`src/rtl/sig_dump_pkg.sv`:
```
// Register map, STATUS bit positions and controller states shared by the
// signature dump controller, its FIFO and the bench.
package sig_dump_pkg;

  localparam logic [9:0] OFF_BEGIN  = 10'h000;
  localparam logic [9:0] OFF_END    = 10'h004;
  localparam logic [9:0] OFF_CTRL   = 10'h008;
  localparam logic [9:0] OFF_STATUS = 10'h00C;

  localparam int STAT_BUSY = 0;
  localparam int STAT_DONE = 1;
  localparam int STAT_ERR  = 2;

  typedef enum logic [2:0] {
    S_IDLE,
    S_REQ,
    S_WAIT,
    S_DRAIN,
    S_DONE,
    S_ERR
  } sig_state_e;

  function automatic logic [31:0] be_merge(input logic [31:0] old_val,
                                           input logic [31:0] wdata,
                                           input logic [3:0]  be);
    logic [31:0] r;
    r = old_val;
    for (int i = 0; i < 4; i++) begin
      if (be[i]) r[8*i +: 8] = wdata[8*i +: 8];
    end
    return r;
  endfunction

endpackage

```
`src/rtl/sig_dump_ctrl_if.sv`:
```
// Register bus, host read master and signature stream of the dump controller.
// slave is the controller's view, master the environment's.
interface sig_dump_ctrl_if;
  logic        dev_req_i;
  logic        dev_we_i;
  logic [31:0] dev_addr_i;
  logic [31:0] dev_wdata_i;
  logic [3:0]  dev_be_i;
  logic        dev_rvalid_o;
  logic [31:0] dev_rdata_o;
  logic        dev_err_o;

  logic        host_req_o;
  logic [31:0] host_addr_o;
  logic        host_gnt_i;
  logic        host_rvalid_i;
  logic [31:0] host_rdata_i;
  logic        host_err_i;

  logic        sig_valid_o;
  logic        sig_ready_i;
  logic [31:0] sig_data_o;
  logic        sig_last_o;

  modport slave (
    input  dev_req_i, dev_we_i, dev_addr_i, dev_wdata_i, dev_be_i,
    output dev_rvalid_o, dev_rdata_o, dev_err_o,
    output host_req_o, host_addr_o,
    input  host_gnt_i, host_rvalid_i, host_rdata_i, host_err_i,
    output sig_valid_o, sig_data_o, sig_last_o,
    input  sig_ready_i
  );

  modport master (
    output dev_req_i, dev_we_i, dev_addr_i, dev_wdata_i, dev_be_i,
    input  dev_rvalid_o, dev_rdata_o, dev_err_o,
    input  host_req_o, host_addr_o,
    output host_gnt_i, host_rvalid_i, host_rdata_i, host_err_i,
    input  sig_valid_o, sig_data_o, sig_last_o,
    output sig_ready_i
  );
endinterface

```
`src/rtl/sig_dump_fifo.sv`:
```
// Purpose: count-based synchronous FIFO with flush, head word visible while non-empty.
// Latency: a pushed word is visible at the head one cycle after the push.
// Backpressure: push refused only when full and not popping in the same cycle.
module sig_dump_fifo #(
  parameter int Depth = 4,
  parameter int Width = 32
) (
  input  logic             clk_i,
  input  logic             rst_i,
  input  logic             flush_i,
  input  logic             push_i,
  input  logic [Width-1:0] push_data_i,
  input  logic             pop_i,
  output logic [Width-1:0] pop_data_o,
  output logic             full_o,
  output logic             empty_o
);
  localparam int AW = $clog2(Depth);
  localparam int CW = AW + 1;

  logic [Width-1:0] mem_q [Depth];
  logic [AW-1:0]    wr_q, rd_q;
  logic [CW-1:0]    count_q;
  logic             do_push, do_pop;

  assign empty_o    = (count_q == '0);
  assign full_o     = (count_q == CW'(Depth));
  assign do_pop     = pop_i && !empty_o;
  assign do_push    = push_i && (!full_o || do_pop);
  assign pop_data_o = mem_q[rd_q];

  always_ff @(posedge clk_i) begin
    if (do_push) mem_q[wr_q] <= push_data_i;
  end

  always_ff @(posedge clk_i or posedge rst_i) begin
    if (rst_i) begin
      wr_q    <= '0;
      rd_q    <= '0;
      count_q <= '0;
    end else if (flush_i) begin
      wr_q    <= '0;
      rd_q    <= '0;
      count_q <= '0;
    end else begin
      if (do_push) wr_q <= wr_q + AW'(1);
      if (do_pop)  rd_q <= rd_q + AW'(1);
      count_q <= count_q + CW'(do_push) - CW'(do_pop);
    end
  end
endmodule

```
`src/rtl/sig_dump_ctrl.sv`:
```
// Purpose: reads memory from SIG_BEGIN up to SIG_END and streams the words out as a signature.
// Latency: register response 1 cycle; host rvalid to sig_valid_o 1 cycle.
// Backpressure: sig_ready_i low fills the FIFO, after which no further host reads are issued.
module sig_dump_ctrl
  import sig_dump_pkg::*;
#(
  parameter int FifoDepth = 4
) (
  input  logic           clk_i,
  input  logic           rst_i,
  sig_dump_ctrl_if.slave bus,
  output logic           done_o,
  output logic           err_o
);
  sig_state_e  state_q;
  logic [31:0] begin_q, end_q, ptr_q, ptr_nxt;
  logic        dev_rvalid_q, dev_err_q;
  logic [31:0] dev_rdata_q, status_w;
  logic [9:0]  off;
  logic        busy, start_wr, rsp_ok, rsp_bad;
  logic        fifo_full, fifo_empty, fifo_pop;
  logic [32:0] fifo_out;
  logic        unused_addr_hi;

  assign off            = bus.dev_addr_i[9:0];
  assign unused_addr_hi = ^bus.dev_addr_i[31:10];
  assign busy     = (state_q == S_REQ) || (state_q == S_WAIT) || (state_q == S_DRAIN);
  assign start_wr = bus.dev_req_i && bus.dev_we_i && (off == OFF_CTRL) && bus.dev_wdata_i[0];
  assign rsp_ok   = (state_q == S_WAIT) && bus.host_rvalid_i && !bus.host_err_i;
  assign rsp_bad  = (state_q == S_WAIT) && bus.host_rvalid_i && bus.host_err_i;
  assign ptr_nxt  = ptr_q + 32'd4;
  assign done_o   = (state_q == S_DONE);
  assign err_o    = (state_q == S_ERR);

  // A request is only raised with a slot reserved for its data; nothing else
  // can fill the FIFO while it waits for the grant, so req stays stable.
  assign bus.host_req_o  = (state_q == S_REQ) && !fifo_full;
  assign bus.host_addr_o = ptr_q;

  assign bus.sig_valid_o = !fifo_empty;
  assign bus.sig_data_o  = fifo_empty ? '0 : fifo_out[31:0];
  assign bus.sig_last_o  = !fifo_empty && fifo_out[32];
  assign fifo_pop        = bus.sig_valid_o && bus.sig_ready_i;

  assign bus.dev_rvalid_o = dev_rvalid_q;
  assign bus.dev_rdata_o  = dev_rdata_q;
  assign bus.dev_err_o    = dev_err_q;

  always_comb begin
    status_w            = '0;
    status_w[STAT_BUSY] = busy;
    status_w[STAT_DONE] = done_o;
    status_w[STAT_ERR]  = err_o;
  end

  sig_dump_fifo #(.Depth(FifoDepth), .Width(33)) u_fifo (
    .clk_i       (clk_i),
    .rst_i       (rst_i),
    .flush_i     (rsp_bad),
    .push_i      (rsp_ok),
    .push_data_i ({ptr_nxt == end_q, bus.host_rdata_i}),
    .pop_i       (fifo_pop),
    .pop_data_o  (fifo_out),
    .full_o      (fifo_full),
    .empty_o     (fifo_empty)
  );

  always_ff @(posedge clk_i or posedge rst_i) begin
    if (rst_i) begin
      dev_rvalid_q <= 1'b0;
      dev_rdata_q  <= '0;
      dev_err_q    <= 1'b0;
      begin_q      <= '0;
      end_q        <= '0;
    end else begin
      dev_rvalid_q <= bus.dev_req_i;
      dev_rdata_q  <= '0;
      dev_err_q    <= 1'b0;
      if (bus.dev_req_i && bus.dev_we_i) begin
        case (off)
          OFF_BEGIN: if (busy) dev_err_q <= 1'b1;
                     else begin_q <= be_merge(begin_q, bus.dev_wdata_i, bus.dev_be_i);
          OFF_END:   if (busy) dev_err_q <= 1'b1;
                     else end_q <= be_merge(end_q, bus.dev_wdata_i, bus.dev_be_i);
          OFF_CTRL:  ;
          default:   dev_err_q <= 1'b1;
        endcase
      end else if (bus.dev_req_i) begin
        case (off)
          OFF_BEGIN:  dev_rdata_q <= begin_q;
          OFF_END:    dev_rdata_q <= end_q;
          OFF_CTRL:   dev_rdata_q <= '0;
          OFF_STATUS: dev_rdata_q <= status_w;
          default:    dev_err_q   <= 1'b1;
        endcase
      end
    end
  end

  always_ff @(posedge clk_i or posedge rst_i) begin
    if (rst_i) begin
      state_q <= S_IDLE;
      ptr_q   <= '0;
    end else begin
      case (state_q)
        S_IDLE, S_DONE, S_ERR: begin
          if (start_wr) begin
            if ((begin_q[1:0] != 2'b00) || (end_q[1:0] != 2'b00) || (begin_q > end_q)) begin
              state_q <= S_ERR;
            end else if (begin_q == end_q) begin
              state_q <= S_DONE;
            end else begin
              ptr_q   <= begin_q;
              state_q <= S_REQ;
            end
          end
        end
        S_REQ:   if (bus.host_req_o && bus.host_gnt_i) state_q <= S_WAIT;
        S_WAIT: begin
          if (rsp_bad) begin
            state_q <= S_ERR;
          end else if (rsp_ok) begin
            ptr_q   <= ptr_nxt;
            state_q <= (ptr_nxt == end_q) ? S_DRAIN : S_REQ;
          end
        end
        S_DRAIN: if (fifo_empty) state_q <= S_DONE;
        default: state_q <= S_IDLE;
      endcase
    end
  end
endmodule

```
`src/flat_wrapper.sv`:
```
// flat-port wrapper written by rule: the top's interface ports become plain ports
module sig_dump_ctrl_flat import sig_dump_pkg::*;
#(
  parameter int FifoDepth = 4
)
  (clk_i, rst_i, done_o, err_o, bus_dev_req_i, bus_dev_we_i, bus_dev_addr_i, bus_dev_wdata_i, bus_dev_be_i, bus_dev_rvalid_o, bus_dev_rdata_o, bus_dev_err_o, bus_host_req_o, bus_host_addr_o, bus_host_gnt_i, bus_host_rvalid_i, bus_host_rdata_i, bus_host_err_i, bus_sig_valid_o, bus_sig_data_o, bus_sig_last_o, bus_sig_ready_i);
  sig_dump_ctrl_if bus_i ();
  input  logic clk_i;
  input  logic rst_i;
  output logic done_o;
  output logic err_o;
  input wire logic [$bits(bus_i.dev_req_i)-1:0] bus_dev_req_i;
  input wire logic [$bits(bus_i.dev_we_i)-1:0] bus_dev_we_i;
  input wire logic [$bits(bus_i.dev_addr_i)-1:0] bus_dev_addr_i;
  input wire logic [$bits(bus_i.dev_wdata_i)-1:0] bus_dev_wdata_i;
  input wire logic [$bits(bus_i.dev_be_i)-1:0] bus_dev_be_i;
  output wire logic [$bits(bus_i.dev_rvalid_o)-1:0] bus_dev_rvalid_o;
  output wire logic [$bits(bus_i.dev_rdata_o)-1:0] bus_dev_rdata_o;
  output wire logic [$bits(bus_i.dev_err_o)-1:0] bus_dev_err_o;
  output wire logic [$bits(bus_i.host_req_o)-1:0] bus_host_req_o;
  output wire logic [$bits(bus_i.host_addr_o)-1:0] bus_host_addr_o;
  input wire logic [$bits(bus_i.host_gnt_i)-1:0] bus_host_gnt_i;
  input wire logic [$bits(bus_i.host_rvalid_i)-1:0] bus_host_rvalid_i;
  input wire logic [$bits(bus_i.host_rdata_i)-1:0] bus_host_rdata_i;
  input wire logic [$bits(bus_i.host_err_i)-1:0] bus_host_err_i;
  output wire logic [$bits(bus_i.sig_valid_o)-1:0] bus_sig_valid_o;
  output wire logic [$bits(bus_i.sig_data_o)-1:0] bus_sig_data_o;
  output wire logic [$bits(bus_i.sig_last_o)-1:0] bus_sig_last_o;
  input wire logic [$bits(bus_i.sig_ready_i)-1:0] bus_sig_ready_i;
  assign bus_i.dev_req_i = bus_dev_req_i;
  assign bus_i.dev_we_i = bus_dev_we_i;
  assign bus_i.dev_addr_i = bus_dev_addr_i;
  assign bus_i.dev_wdata_i = bus_dev_wdata_i;
  assign bus_i.dev_be_i = bus_dev_be_i;
  assign bus_dev_rvalid_o = bus_i.dev_rvalid_o;
  assign bus_dev_rdata_o = bus_i.dev_rdata_o;
  assign bus_dev_err_o = bus_i.dev_err_o;
  assign bus_host_req_o = bus_i.host_req_o;
  assign bus_host_addr_o = bus_i.host_addr_o;
  assign bus_i.host_gnt_i = bus_host_gnt_i;
  assign bus_i.host_rvalid_i = bus_host_rvalid_i;
  assign bus_i.host_rdata_i = bus_host_rdata_i;
  assign bus_i.host_err_i = bus_host_err_i;
  assign bus_sig_valid_o = bus_i.sig_valid_o;
  assign bus_sig_data_o = bus_i.sig_data_o;
  assign bus_sig_last_o = bus_i.sig_last_o;
  assign bus_i.sig_ready_i = bus_sig_ready_i;
  sig_dump_ctrl #(.FifoDepth(FifoDepth)) u_core (.clk_i(clk_i), .rst_i(rst_i), .bus(bus_i), .done_o(done_o), .err_o(err_o));
endmodule
```
`config.mk`:
```
export PLATFORM = sky130hd
export DESIGN_NAME = sig_dump_ctrl_flat
export DESIGN_NICKNAME = d
export VERILOG_FILES = /design/src/rtl/sig_dump_pkg.sv /design/src/rtl/sig_dump_ctrl_if.sv /design/src/rtl/sig_dump_fifo.sv /design/src/rtl/sig_dump_ctrl.sv /design/src/flat_wrapper.sv
export SDC_FILE = /design/constraint.sdc
export NUM_CORES = 1
export LEC_CHECK = 0
export CAP_MARGIN = 20
export CORE_MARGIN = 2
export CORE_UTILIZATION = 30
export CTS_BUF_LIST = sky130_fd_sc_hd__clkbuf_2
export CTS_CLUSTER_SIZE = 16
export DETAILED_ROUTE_END_ITERATION = 16
export GPL_ROUTABILITY_DRIVEN = 0
export SETUP_SLACK_MARGIN = 0.3
export SLEW_MARGIN = 25
export SYNTH_ARGS = -nofsm -noshare
export SYNTH_HDL_FRONTEND = slang
export SYNTH_SLANG_ARGS = --single-unit
```
`constraint.sdc`:
```
create_clock -name clk_i -period 13.6 [get_ports clk_i]
set_clock_uncertainty 0.15 [all_clocks]
set_input_delay 2.72 -clock clk_i [delete_from_list [all_inputs] [get_ports clk_i]]
set_output_delay 2.72 -clock clk_i [all_outputs]
set_load 0.03 [all_outputs]
```
==> impl_metrics.toml <==
[status]
status = "complete, no violations"

[synth]
ys.flop_type = "dfrtp_1"
ys_types = 65
syn_inst = 1053
seq_area_frac_synth_pct = 56.1
synth_common_cells = "140 x dfrtp_1, 132 x edfxtp_1, 97 x nor2_1"
synth.avg_cell_area_um2 = 12.6
synth_top_area_share_pct = 29.8
yosys.area.top_type = "edfxtp_1"
synth_most_common_cell = "dfrtp_1"
synth_edf_count = 132
synthArstFlopShare_pct = 51.5
syn_area_um2 = 13300
synth-seq-cells = 272
syn-num-nets = 1200
synthTopCellsByArea = "edfxtp_1 30%, dfrtp_1 26%, mux4_2 5.6%, mux2_2 5.3%, ha_1 3.6%"
yosysWarnings = 0

[worst_setup_path]
cp-start-kind = "flip-flop"
critPathKind = "flip-flop to primary output"
cpPeakStageDelay_ns = 0.61
path_buf_inv = 2
cp-end-kind = "primary output"
cp_top_family = "buffers and inverters"
crit_fanout = 35
cp.arrival_ns = 3.26
crit_chain = "buf_4 -> mux4_2 -> and2_1 -> clkdlybuf4s50_1"
critPathSlowestCell = "clkdlybuf4s50_1"
cp.required_ns = 10.73

[final_layout]
nFillCells = 4332
final_area_um2 = 16500
drive_above_1_share_pct = 18.1
area_growth_syn_to_layout_pct = 23.9
nNetsFinal = 1421

[sta]
finalCriticalPeriod_ns = 6.13
slew_violations = 0
rsz0062_at_grt = "no"
setup_tns_ns = 0
setup_viol_count_final = 0
tightest_slew_ns = 1.00
fmax_ghz = 0.163
min_period_over_period_pct = 45.1
hold_viol = 0
maxSlewHeadroom_pct = 32.8

[grt]
antenna_found_initial = 3
grt_first_pass_wirelength_mm = 57.4
grt_max_degree = 88
grt_pass1_vias = 9828
grt_overflow_total = 0
grt_usage_pct = 16.1

[pwr]
p_leak_nw = 6.59
ir_drop_v = 0.0000775
power_density_nw_per_um2 = 141

[place]
placed_area_um2 = 15800
hpwl_mm = 24.2
port_buffers = 188

[clocking]
numCtsBuffers = 78
clockBufferDepth = 3
clockRootBuffer = "clkbuf_2"
cts_setup_buffers = 0
cts_tree = "done"
cts.repair.resized = 0
cts_hold_buf = 0
cts.clk_slew.worst_paths_ns = 0.11
cts.sinks = 272
insertion_delay_ns = 0.94
htreeDepth = 3

[detailed_routing]
vias = 9491
routed_wl_mm = 36.5
route.detailed.drc = 0
vias_per_cell = 4.93
drtPass1Iterations = 5
wl_per_cell_um = 19.0
ant_nets = 0
detail_route.iter0.violations = 527

[min_path]
hold_path.class = "flip-flop to flip-flop"

[die]
ioPinCount = 211
dieArea_um2 = 46100
start_util_pct = 30.2
die_w_um = 215
die_h_um = 215
coreArea_um2 = 44000
num_rows = 77

[flow_run]
maxCapViolations = 0
[cell families after synthesis]
group           after synthesis  synth area share [%]
fa+ha+maj                    39                  3.72
mux                         131                  13.5
compound gates              169                  8.71
buf+inv                     108                  3.32
xor+xnor                     47                  3.09
simple gates                287                  11.5
flops                       272                  56.1
[per-stage QoR]
step | power [W] | std cells | utilization [%] | setup slack (ns) | hold slack [ns]
detailed placement | 0.00176 | 1786 | 35.9 | 7.34 | 0.400
global route | 0.00247 | 1924 | 37.4 | 7.18 | 0.451
CTS | 0.00236 | 1920 | 37.4 | 7.26 | 0.421
global placement | 0.00175 | 1786 | 35.9 | 7.45 | 0.393
finish | 0.00232 | 1925 | 37.4 | 7.47 | 0.421
floorplan | 0.00147 | 1053 | - | 6.98 | 0.371
[cell usage in the layout (no fill, tap or decap), types with 8 or more instances in the layout]
master,instances
mux2i_1,35
o21ai_0,18
xor2_1,15
mux2_2,63
inv_1,45
xnor2_1,32
a31oi_1,23
nand3_1,24
and3_1,10
a21oi_1,45
clkinv_1,20
ha_1,38
mux4_2,33
and4_1,8
clkbuf_2,105
clkdlybuf4s50_1,187
o22a_1,26
a22oi_1,8
nand2_1,34
nor3_1,15
buf_4,14
nor2_1,97
edfxtp_1,132
nand4_1,14
dfrtp_1,139
and2_1,48
[power by group]
group | leakage [nW] | internal (W) | switching (W)
sequential | 3.09 | 0.000893 | 0.0000498
clock | 0.503 | 0.000229 | 0.000356
combinational | 3.00 | 0.000355 | 0.000438
total | 6.59 | 0.00148 | 0.000844
[metal layers]
metal	GRT usage [%]	routed length, um	part of all wire (%)
met1	20.5	15700	43
met2	25.5	17300	47
met3	5.52	2730	7.5
met4	5.39	818	2.2
met5	0	0	0
[worst paths after layout]
| kind | start | end | slack (ns) | cells after the start |
|---|---|---|---|---|
| worst max-delay path | u_core.u_fifo.rd_q[0] | bus_sig_data_o[27] | 7.47 | 4 |
| worst min-delay path | u_core.bus.host_addr_o[26] | u_core.bus.host_addr_o[26] | 0.42 | 1 |
| worst max register to register | u_core.end_q[19] | u_core.bus.host_addr_o[23] | 10.08 | 11 |
| worst min register to register | u_core.bus.host_addr_o[26] | u_core.bus.host_addr_o[26] | 0.42 | 1 |
| max in group asynchronous | rst_i | u_core.bus.dev_rdata_o[22] | 9.87 | 3 |
| min in group asynchronous | rst_i | u_core.begin_q[0] | 2.19 | 2 |
[area by class of cell]
class | count | area, um^2 | share of cell area (%)
timing repair buffer | 202 | 1980 | 12.0
tap | 592 | 741 | 4.49
sequential | 272 | 7470 | 45.3
clock inverter | 29 | 149 | 0.903
antenna | 5 | 12.5 | 0.0759
multi-input combinational | 673 | 5430 | 32.9
inverter | 47 | 181 | 1.10
clock buffer | 105 | 526 | 3.19
[flip-flops by register name, indices dropped and copies added (netlist names)]
name and cells:
u_core.end_q 32, u_core.bus.dev_rvalid_o 1, u_core.bus.host_addr_o 32, u_core.begin_q 32, u_core.bus.dev_err_o 1, u_core.u_fifo.count_q 3, u_core.state_q 3, u_core.u_fifo.rd_q 2
u_core.bus.dev_rdata_o 32, u_core.u_fifo.mem_q 132, u_core.u_fifo.wr_q 2
Power figures use the tool's default switching activity.
